--- src/rtl/pc_fetch_unit.sv ---
// Program-counter register and instruction-fetch sequencer.
// It fetches the word at CurrentPC, hands it to decode, then loads NextPC when decode accepts.
module pc_fetch_unit #(
  parameter logic [63:0] RESET_PC = 64'h0,
  parameter int unsigned TIMEOUT  = 255
) (
  input  logic        CLK,
  input  logic        Reset,
  input  logic [63:0] NextPC,
  output logic [63:0] CurrentPC,
  output logic        IMemReq,
  output logic [63:0] IMemAddr,
  input  logic        IMemGnt,
  input  logic        IMemRspValid,
  input  logic [31:0] IMemRspData,
  output logic [31:0] Instruction,
  output logic        InstrValid,
  input  logic        InstrReady,
  output logic [31:0] RetiredCount,
  output logic        Fault,
  output logic [1:0]  FaultCode
);

  typedef enum logic [1:0] {
    FETCH_REQ  = 2'd0,
    FETCH_WAIT = 2'd1,
    ISSUE      = 2'd2,
    FAULT      = 2'd3
  } state_e;

  localparam logic [1:0]  CodeNone      = 2'd0;
  localparam logic [1:0]  CodeMisalign  = 2'd1;
  localparam logic [1:0]  CodeTimeout   = 2'd2;
  // The last wait count before a timeout; the TIMEOUT-th silent cycle trips the fault.
  localparam logic [15:0] WaitLast      = 16'(TIMEOUT - 1);

  state_e      state_q, state_d;
  logic [63:0] pc_q, pc_d;
  logic [31:0] instr_q, instr_d;
  logic [31:0] retiredCount_q, retiredCount_d;
  logic [1:0]  faultCode_q, faultCode_d;
  logic [15:0] waitCnt_q, waitCnt_d;

  always_ff @(posedge CLK) begin
    if (Reset) begin
      state_q        <= FETCH_REQ;
      pc_q           <= RESET_PC;
      instr_q        <= 32'h0;
      retiredCount_q <= 32'h0;
      faultCode_q    <= CodeNone;
      waitCnt_q      <= 16'h0;
    end else begin
      state_q        <= state_d;
      pc_q           <= pc_d;
      instr_q        <= instr_d;
      retiredCount_q <= retiredCount_d;
      faultCode_q    <= faultCode_d;
      waitCnt_q      <= waitCnt_d;
    end
  end

  always_comb begin
    state_d        = state_q;
    pc_d           = pc_q;
    instr_d        = instr_q;
    retiredCount_d = retiredCount_q;
    faultCode_d    = faultCode_q;
    waitCnt_d      = waitCnt_q;

    unique case (state_q)
      FETCH_REQ: begin
        if (IMemGnt) begin
          state_d   = FETCH_WAIT;
          waitCnt_d = 16'h0;
        end
      end
      FETCH_WAIT: begin
        // A response arriving on the timeout cycle still wins.
        if (IMemRspValid) begin
          instr_d = IMemRspData;
          state_d = ISSUE;
        end else begin
          waitCnt_d = waitCnt_q + 16'd1;
          if (waitCnt_q == WaitLast) begin
            state_d     = FAULT;
            faultCode_d = CodeTimeout;
          end
        end
      end
      ISSUE: begin
        if (InstrReady) begin
          pc_d           = NextPC;
          retiredCount_d = retiredCount_q + 32'd1;
          if (NextPC[1:0] != 2'b00) begin
            state_d     = FAULT;
            faultCode_d = CodeMisalign;
          end else begin
            state_d = FETCH_REQ;
          end
        end
      end
      FAULT: begin
        state_d = FAULT;
      end
      default: state_d = FETCH_REQ;
    endcase
  end

  // Handshake outputs are forced low while Reset is held, whatever the old state was.
  assign IMemReq      = (state_q == FETCH_REQ) && !Reset;
  assign InstrValid   = (state_q == ISSUE) && !Reset;
  assign IMemAddr     = pc_q;
  assign CurrentPC    = pc_q;
  assign Instruction  = instr_q;
  assign RetiredCount = retiredCount_q;
  assign Fault        = (state_q == FAULT);
  assign FaultCode    = faultCode_q;

endmodule

--- config.mk ---
export PLATFORM = sky130hd
export DESIGN_NAME = pc_fetch_unit
export DESIGN_NICKNAME = d
export VERILOG_FILES = /design/src/rtl/pc_fetch_unit.sv
export SDC_FILE = /design/constraint.sdc
export NUM_CORES = 1
export LEC_CHECK = 0
export ABC_AREA = 1
export BUFFER_PORTS_ARGS = -buffer_cell sky130_fd_sc_hd__buf_2
export CORE_ASPECT_RATIO = 1.1
export CORE_UTILIZATION = 45
export CTS_BUF_LIST = sky130_fd_sc_hd__clkbuf_8 sky130_fd_sc_hd__clkbuf_16
export CTS_CLUSTER_DIAMETER = 50
export DETAILED_ROUTE_END_ITERATION = 12
export PLACE_DENSITY = 0.75
export SYNTH_ARGS = -nofsm -noshare
export SYNTH_HDL_FRONTEND = slang
export SYNTH_SLANG_ARGS = --single-unit
export TNS_END_PERCENT = 30
--- constraint.sdc ---
create_clock -name CLK -period 1.6 [get_ports CLK]
set_input_delay 0.16 -clock CLK [delete_from_list [all_inputs] [get_ports CLK]]
set_output_delay 0.16 -clock CLK [all_outputs]
set_load 0.05 [all_outputs]
# Word level (Yosys, flattened, before mapping)
# Index checks and enable logic that the tools add are counted.
# Widths: inputs -> output; s select.
[word_totals] reg_bits=148 input_bits=101 out_inout_bits=197 word_cells=44
[op_classes] addsub=2 eq_ne=10 mux=14 n_reduce_logical=12
[ops] operator="$add 32x1->32 const B" count=1
[ops] operator="$mux 16" count=2
[ops] operator="$pmux 16 s2" count=1
[ops] operator="$mux 2" count=9
[ops] operator="$add 16x1->16 const B" count=1
[ops] operator="$eq 16x8->1 const B" count=1
[ops] operator="$ne 2x2->1 const B" count=5
[ops] operator="$pmux 2 s4" count=1
[ops] operator="$reduce_and 3->1" count=2
[ops] operator="$reduce_bool 2->1" count=3
[ops] operator="$reduce_and 5->1" count=1
[ops] operator="$eq 2x2->1 const B" count=2
[ops] operator="$pmux 2 s2" count=1
[ops] operator="$reduce_and 2->1" count=2
[ops] operator="$ne 3x3->1 const B" count=1
[ops] operator="$eq 2x1->1 const B" count=1
[ops] operator="$logic_and 1x1->1" count=2
[ops] operator="$logic_not 2->1" count=1
[ops] operator="$logic_not 1->1" count=1

# Logic depth before layout (Yosys ltp)
# Gate-level depths: netlist of the first run.
[depth] word_depth=4 ltp_mapped=10 mapped_depth_nobuf=10

# Worst setup path after synthesis of the first run
# No wires, ideal clock.
[synth_path] kind="register -> register" start="register retiredCount_q[3], in the netlist RetiredCount[3]" end="register retiredCount_q[17], in the netlist RetiredCount[17]" setup_time_ps=119 t_arrival_ps=1587 required_time_ps=1481 slack_ps=-107 stages_incl_launch_ff=8 path_buffers=0 period_less_slack_ps=1707 cell_sequence="dfxtp_1 -> nand2_1 -> nor2_1 -> nand2_1 -> nor2_2 -> nand2_1 -> o21ai_0 -> a21oi_1"
[synth_between] elab_chain_len=1
[synth_rtl] element="start: declaration" line_no="40" rtl="logic [31:0] retiredCount_q, retiredCount_d;"
[synth_rtl] element="start signal: assignment" line_no="56" rtl="retiredCount_q <= retiredCount_d;"
[synth_rtl] element="$add 32x1->32" line_no="93" rtl="retiredCount_d = retiredCount_q + 32'd1;"
# Every way passes these cells.
# A chain may end at the register's enable or synchronous reset.

# Worst setup path after layout of the first run
[layout_path] start="register state_q[1]" end="output InstrValid"
[layout_between] elab_chain_len=2
[layout_rtl] element="start: declaration" line_no="37" rtl="state_e state_q, state_d;"
[layout_rtl] element="start signal: assignment" line_no="53" rtl="state_q <= state_d;"
[layout_rtl] element="$eq 2x2->1" line_no="111" rtl="assign InstrValid = (state_q == ISSUE) && !Reset;"
[layout_rtl] element="$logic_and 1x1->1" line_no="111"
[layout_rtl] element="end: declaration" line_no="17" rtl="output logic InstrValid,"
# Every way passes these cells.

==> results.json, run 1 <==
{
  "layout-drive-gt1-share": 0.305,
  "vias": 7149,
  "vdd_drop_max_uv": 565,
  "hold_path_depth": 3,
  "grt_pass1_vias": 6496,
  "cts_root_buffer": "clkbuf_16",
  "rsz0062_at_grt": "yes",
  "final_cells": 1457,
  "report.final.slew_viol_count": 0,
  "synthDistinctLibCells": 34,
  "r2r_start": "RetiredCount[15]",
  "cp-end-kind": "output port",
  "skew_ps": 12.6,
  "min_from": "NextPC[45]",
  "clk_latency_ps": 420,
  "totalWireLength_mm": 20.7,
  "tightest_slew_ps": 349,
  "clk_path_buf_depth": 2,
  "first_pass_iters": 4,
  "place.gp.congestion": 0.915,
  "post-route-period-util": 0.930,
  "fp.dieH_um": 130,
  "syn_to_final_growth_pct": 39.9,
  "die_width_um": 118,
  "max_freq_ghz": 0.672,
  "min_path_type": "input port to flop",
  "dp_hpwl_mm": 14.4,
  "final_common_cell": "buf_2",
  "status": "complete, no violations",
  "cts_buffers": 17,
  "rows": 46,
  "io_buffers": 297,
  "total_leakage_power_nw": 4.43,
  "yosysSeqAreaShare": 0.442,
  "synth_top_cell_area_share": 0.442,
  "arrival_ps": 1330,
  "synth_top_cells_by_area": "dfxtp_1, nand2_1, a21oi_1",
  "rr_worst_depth": 6,
  "grt_max_degree": 73,
  "setup_viol": 0,
  "final-hold-violation-count": 0,
  "synthCells": 943,
  "first_iter_violations": 390,
  "antenna_found_initial": 0,
  "mappedNetlistArea_sq_mm": 0.00670,
  "finalNetCount": 1354,
  "grt_pass1_wl_mm": 31.5,
  "critical_path_class": "flop to output port",
  "grt_overflow_total": 0,
  "min_period_ps": 1490,
  "clock-sinks": 148,
  "critPathCapture": "InstrValid",
  "h-tree-depth": 4,
  "io_pins": 298,
  "viasPerCell": 4.91,
  "synth.avg_cell_area_sq_um": 7.10,
  "p_per_area_mw_per_mm2": 1030,
  "cp_max_fo": 7,
  "r2r_end": "RetiredCount[26]",
  "placed_area_sq_mm": 0.00796,
  "grt_use_total": 0.261,
  "cts_tree": "done",
  "core-area_sq_mm": 0.0145,
  "ys_ff_latch": 148,
  "start_util": 0.462,
  "dieArea_sq_mm": 0.0154,
  "placed_cells": 1346,
  "drv_cap": 0,
  "synth_warnings": 0,
  "critical_path_required_ps": 1440,
  "startpoint": "state_q[1]",
  "design_area_sq_mm": 0.00937,
  "final_cell_mix": "buf_2, nand2_1, dfxtp_1",
  "hold_slack_ps": 15.4,
  "slew_headroom": 0.767,
  "drcViolationCount": 0,
  "avgRoutedWirePerCell_um": 14.2,
  "worstSetupStartpointType": "flop",
  "post-cts-setup-buffers": 0,
  "syn_nets": 1047,
  "yosysTopAreaCell": "dfxtp_1",
  "nFillCells": 1261,
  "clk_pin_slew_ps": 60,
  "ant_nets": 0,
  "ff2ff_setup_slack_ps": 140
}
-- cells in the mapped netlist, drive strengths merged --
library cell / n
nand3b: 1
a31oi: 1
xor2: 2
nor3: 8
nor2: 99
ha: 3
o21ai: 17
a21oi: 120
clkbuf: 22
o21a: 1
nand4: 16
dfxtp: 148
nand2: 276
nand3: 64
xnor2: 1
a21boi: 1
a211oi: 1
or2: 1
o21bai: 3
buf: 83
inv: 75
-- worst min-delay path by stage --
stage | end
after floorplan | CurrentPC[28]
after global placement | CurrentPC[28]
after detailed placement | CurrentPC[36]
after CTS | CurrentPC[56]
after global routing | CurrentPC[45]
final | CurrentPC[45]
-- final cells by class --
class	instances	area [sq um]	share of cell area
diodes	2	5.00	0.000534
flip-flops and latches	148	2980	0.318
clock inverters	11	124	0.0132
inverters	75	284	0.0303
repair buffers	393	2460	0.263
clock buffers	21	480	0.0513
well taps	192	240	0.0256
multi-input cells	615	2800	0.299
-- stage by stage --
stage / worst slack, ps / TNS, ps / power (W) / utilization
global route: -17.5 / -21.7 / 0.0100 / 0.646
finish: 113 / 0 / 0.00966 / 0.646
detailed placement: 42.8 / 0 / 0.00551 / 0.549
CTS: 5.43 / 0 / 0.00971 / 0.644
floorplan: -39.4 / -82.0 / 0.00512 / -
global placement: 109 / 0 / 0.00550 / 0.549
-- power by group --
group | switching [W] | total (W) | internal (W)
combinational | 0.00117 | 0.00170 | 0.000529
sequential | 0.0000898 | 0.00390 | 0.00381
clock | 0.00159 | 0.00406 | 0.00247
-- repair_timing --
item	CTS	global route
resized for setup	5	10
endpoints found under the hold margin	77	0
setup endpoints to repair	3	18
hold buffers	77	0
-- state kept, by name (all words and copies together) (netlist names) --
| name | cells |
|---|---|
| waitCnt_q | 16 |
| FaultCode | 2 |
| CurrentPC | 64 |
| Instruction | 32 |
| state_q | 2 |
| RetiredCount | 32 |
-- routing by layer --
metal  vias up  GRT usage  routed length, um  part of all wire
met5         -          0                  0                 0
met4         0      0.144                784             0.038
met3        58     0.0621               1290             0.062
met2       299      0.441              10200              0.49
met1      3235      0.308               8500              0.41
li1       3557          -                  -                 -
-- kinds of logic after synthesis --
group / share of synthesized area
AND/OR/NAND/NOR: 0.295
flip-flops: 0.442
AO/OA/AOI/OAI: 0.111
adder cells (fa/ha/maj): 0.00560
XOR/XNOR: 0.00392
buffers and inverters: 0.143
-- critical path, stage by stage (launching register included) --
cell     delay, ps
dfxtp_4        390
buf_4          150
nand2_1         90
nor2_2         120
buf_6          170
Power figures use the tool's default switching activity.
==> run 2, diff against run 1 <==
- CTS_BUF_LIST: sky130_fd_sc_hd__clkbuf_8 sky130_fd_sc_hd__clkbuf_16 -> sky130_fd_sc_hd__clkbuf_16
- RECOVER_POWER: default -> 25
==> results.json, run 2 (same netlist as run 1, synthesis figures left out) <==
{
  "die_width_um": 118,
  "cts_tree": "done",
  "dp_hpwl_mm": 14.4,
  "arrival_ps": 1330,
  "cp-end-kind": "output port",
  "critical_path_required_ps": 1440,
  "place.gp.congestion": 0.915,
  "r2r_start": "RetiredCount[15]",
  "wl_met3_mm": 1.23,
  "p_int_w": 0.00658,
  "status": "complete, no violations",
  "pwr-share-clk": 0.409,
  "tns_ps": 0,
  "ff2ff_setup_slack_ps": 140,
  "max_freq_ghz": 0.673,
  "rows": 46,
  "vias": 7188,
  "h-tree-depth": 4,
  "min_period_ps": 1490,
  "final_cell_mix": "nand2_1, buf_2, dfxtp_1",
  "clk_path_buf_depth": 2,
  "report.final.slew_viol_count": 0,
  "p_total_w": 0.00943,
  "first_pass_iters": 5,
  "ant_nets": 0,
  "cp_max_fo": 7,
  "slew_headroom": 0.544,
  "grt_overflow_total": 0,
  "power_switching_w": 0.00285,
  "grt_pass1_vias": 6497,
  "cp_slowest_stage_delay_ps": 390,
  "cp_cell_sequence": "buf_4 > nand2_1 > nor2_2 > buf_6",
  "finalNetCount": 1350,
  "first_iter_violations": 378,
  "swShare": 0.302,
  "clk_pin_slew_ps": 60,
  "drcViolationCount": 0,
  "grt_max_degree": 73,
  "clock-sinks": 148,
  "power_frac_comb": 0.177,
  "critical_path_class": "flop to output port",
  "drv_cap": 0,
  "start_util": 0.462,
  "viasPerCell": 4.95,
  "rsz0062_at_grt": "yes",
  "final-hold-violation-count": 0,
  "io_pins": 298,
  "total_leakage_power_nw": 4.05,
  "dieArea_sq_mm": 0.0154,
  "grt_use_total": 0.261,
  "wl_met1_mm": 8.52,
  "layout-drive-gt1-share": 0.240,
  "p_per_area_mw_per_mm2": 1030,
  "min_path_type": "input port to flop",
  "min_from": "IMemRspData[2]",
  "tightest_slew_ps": 686,
  "antenna_found_initial": 0,
  "cts_buffers": 17,
  "totalWireLength_mm": 20.7,
  "core-area_sq_mm": 0.0145,
  "nFillCells": 1313,
  "highest_layer": "met4",
  "startpoint": "state_q[1]",
  "fp.dieH_um": 130,
  "grt_pass1_wl_mm": 31.6,
  "worstSetupStartpointType": "flop",
  "post-route-period-util": 0.929,
  "hold_slack_ps": 13.5,
  "critPathCapture": "InstrValid",
  "post-cts-setup-buffers": 0,
  "cp_slowest_cell": "dfxtp_4",
  "syn_to_final_growth_pct": 37.2,
  "setup_viol": 0,
  "clk_latency_ps": 420,
  "final_common_cell": "nand2_1",
  "r2r_end": "RetiredCount[26]",
  "p_seq_frac": 0.414,
  "cts_root_buffer": "clkbuf_16",
  "rr_worst_depth": 6,
  "largest_reg_flops": 64,
  "vdd_drop_max_uv": 562,
  "skew_ps": 11.9,
  "wl_met2_mm": 10.2,
  "avgRoutedWirePerCell_um": 14.3,
  "io_buffers": 297
}
==> run 2: changes by cell type in the layout (fill, tap and decap cells not counted), sizes merged <==
cell / change
clkinv: +4
diode: -1
dlygate4sd3: -4
clkbuf: +78
buf: -82
==> run 2: repair_timing <==
item                                    4_1_cts  5_1_grt
resized for setup                             5       10
hold buffers                                 73        0
endpoints found under the setup margin        3       18
endpoints found under the hold margin        73        0
pin swaps                                     0        0
==> run 2: worst min-delay path by stage <==
stage                     slack, ps  cells after the start              to
after global placement          410                      3   CurrentPC[28]
after floorplan                 300                      2   CurrentPC[28]
final                            10                      3  Instruction[2]
after global routing              4                      3   CurrentPC[50]
after CTS                       0.3                      3   CurrentPC[56]
after detailed placement        410                      3   CurrentPC[36]
==> run 2: layout make-up <==
class,count,area (sq um),area share
antenna,1,2.50,0.000272
clock buffer,17,425,0.0463
clock inverter,15,139,0.0151
inverter,75,284,0.0309
multi-input combinational,615,2800,0.305
sequential,148,2980,0.324
tap,192,240,0.0261
timing repair buffer,389,2320,0.252
==> run 2: worst max-delay path: cells and delay by family, from the launching register on <==
family | cells | cell delay (ps)
flip-flops | 1 | 390
AND/OR/NAND/NOR | 2 | 210
buffers and inverters | 2 | 320
==> run 2: metrics by stage <==
stage | instances | utilization | setup WS, ps | instance area, sq um
finish | 1452 | 0.634 | 114 | 9190
global route | 1451 | 0.633 | -17.5 | 9190
CTS | 1451 | 0.639 | 5.43 | 9270
detailed placement | 1346 | 0.549 | 42.8 | 7960
global placement | 1346 | 0.549 | 109 | 7960
floorplan | 943 | - | -39.4 | 6710
==> run 2: layer usage <==
| layer | vias up | GRT usage |
|---|---|---|
| li1 | 3549 | - |
| met1 | 3286 | 0.307 |
| met2 | 292 | 0.448 |
| met3 | 61 | 0.0616 |
| met4 | 0 | 0.136 |
| met5 | - | 0 |
==> run 2: power groups by stage <==
| stage | sequential [W] | clock (W) | combinational (W) |
|---|---|---|---|
| after detailed placement | 0.00398 | 0 | 0.00153 |
| after global placement | 0.00397 | 0 | 0.00152 |
| after global routing | 0.00392 | 0.00411 | 0.00178 |
| after floorplan | 0.00435 | 0 | 0.000766 |
| final | 0.00391 | 0.00386 | 0.00166 |
| after CTS | 0.00390 | 0.00392 | 0.00168 |
==> run 3, diff against run 2 <==
- ABC_CLOCK_PERIOD_IN_PS: default -> 1600
- REMOVE_ABC_BUFFERS: default -> 1
==> results.json, run 3 (same netlist as run 1, synthesis figures left out) <==
{
  "clock-sinks": 148,
  "arrival_ps": 1360,
  "critical_path_class": "flop to output port",
  "clk_path_buf_depth": 2,
  "cts_tree": "done",
  "h-tree-depth": 4,
  "cp-end-kind": "output port",
  "vias": 7098,
  "setup_viol": 0,
  "io_buffers": 297,
  "placed_cells": 1349,
  "worstSetupStartpointType": "flop",
  "p_per_area_mw_per_mm2": 1030,
  "place.gp.congestion": 0.871,
  "status": "complete, no violations",
  "clk_latency_ps": 430,
  "finalNetCount": 1357,
  "grt_use_total": 0.263,
  "total_leakage_power_nw": 4.08,
  "final_common_cell": "nand2_1",
  "cts_buffers": 17,
  "ant_nets": 0,
  "die_width_um": 118,
  "post-cts-setup-buffers": 0,
  "totalWireLength_mm": 20.7,
  "final_cells": 1459,
  "slew_headroom": 0.570,
  "rr_worst_depth": 9,
  "clk_pin_slew_ps": 60,
  "largest_reg_flops": 64,
  "layout-drive-gt1-share": 0.236,
  "drv_cap": 0,
  "antenna_found_initial": 1,
  "dp_hpwl_mm": 14.5,
  "grt_pass1_vias": 6458,
  "rows": 46,
  "hold_path_depth": 3,
  "start_util": 0.462,
  "core-area_sq_mm": 0.0145,
  "drcViolationCount": 0,
  "grt_overflow_total": 0,
  "final_cell_mix": "nand2_1, buf_2, dfxtp_1",
  "grt_pass1_wl_mm": 32.0,
  "report.final.slew_viol_count": 0,
  "grt_max_degree": 86,
  "max_freq_ghz": 0.659,
  "critical_path_required_ps": 1440,
  "first_pass_iters": 7,
  "cp_max_fo": 5,
  "avgRoutedWirePerCell_um": 14.2,
  "vdd_drop_max_uv": 640,
  "dieArea_sq_mm": 0.0154,
  "min_path_type": "input port to flop",
  "first_iter_violations": 550,
  "tightest_slew_ps": 647,
  "skew_ps": 15.6,
  "final-hold-violation-count": 0,
  "hold_slack_ps": 13.4,
  "syn_to_final_growth_pct": 38.1,
  "tns_ps": 0,
  "viasPerCell": 4.86,
  "io_pins": 298,
  "post-route-util": 0.638,
  "cts_root_buffer": "clkbuf_16",
  "fp.dieH_um": 130,
  "min_period_ps": 1520,
  "post-route-period-util": 0.948
}
[run 3: cell count changes in the layout (fill, tap and decap cells not counted), moves of 2 or more]
cell           previous run  this run
clkinv_4                  2         0
inv_1                    73        75
inv_6                     2         6
clkbuf_2                  3         0
dlygate4sd3_1            73        77
nor3_1                    6         8
dfxtp_2                   9         3
nor3_2                    2         0
buf_4                    16        21
nor2_4                    4         6
clkinv_1                  4         0
dfxtp_1                 138       145
[run 3: worst paths after layout]
path	from	end	slack, ps
setup / recovery	state_q[1]	IMemReq	80
hold / removal	NextPC[31]	CurrentPC[31]	10
setup reg to reg	RetiredCount[2]	RetiredCount[18]	120
hold reg to reg	Instruction[29]	Instruction[29]	460
[run 3: cell type report]
type | count | area [sq um]
Antenna cell | 1 | 2.50
Clock buffer | 17 | 425
Clock inverter | 15 | 153
Fill cell | 1294 | 5250
Inverter | 75 | 284
Multi-Input combinational cell | 615 | 2810
Sequential cell | 148 | 2970
Tap cell | 192 | 240
Timing Repair Buffer | 396 | 2370
[run 3: critical path: stages, from the launching register on]
cell	delay, ps
dfxtp_2	350
buf_4	170
nor3_1	190
buf_4	230
[run 3: metrics by stage]
| step | worst slack, ps | power [W] | instance area [sq um] |
|---|---|---|---|
| after floorplan | -857 | 0.00495 | 6030 |
| after global placement | 133 | 0.00548 | 7960 |
| after detailed placement | 69.1 | 0.00549 | 7960 |
| after CTS | 5.56 | 0.00956 | 9310 |
| after global routing | -9.37 | 0.00982 | 9250 |
| final | 83.7 | 0.00949 | 9250 |
[run 3: repair_timing]
item,CTS,global route
hold buffers,77,0
resized for setup,2,15
endpoints found under the hold margin,77,0
endpoints found under the setup margin,2,22
[run 3: per-layer routing]
layer | vias to the layer above | global-route usage | wire (um)
li1 | 3571 | - | -
met1 | 3216 | 0.308 | 8550
met2 | 286 | 0.462 | 10100
met3 | 25 | 0.0756 | 1710
met4 | 0 | 0.0935 | 340
met5 | - | 0 | 0
[run 3: power breakdown]
group          total (W)  internal, W  leakage (nW)  switching, W
Sequential       0.00391      0.00381          1.20     0.0000954
Combinational    0.00166     0.000497          2.60       0.00116
Clock            0.00392      0.00231         0.284       0.00162
Total            0.00949      0.00661          4.08       0.00288
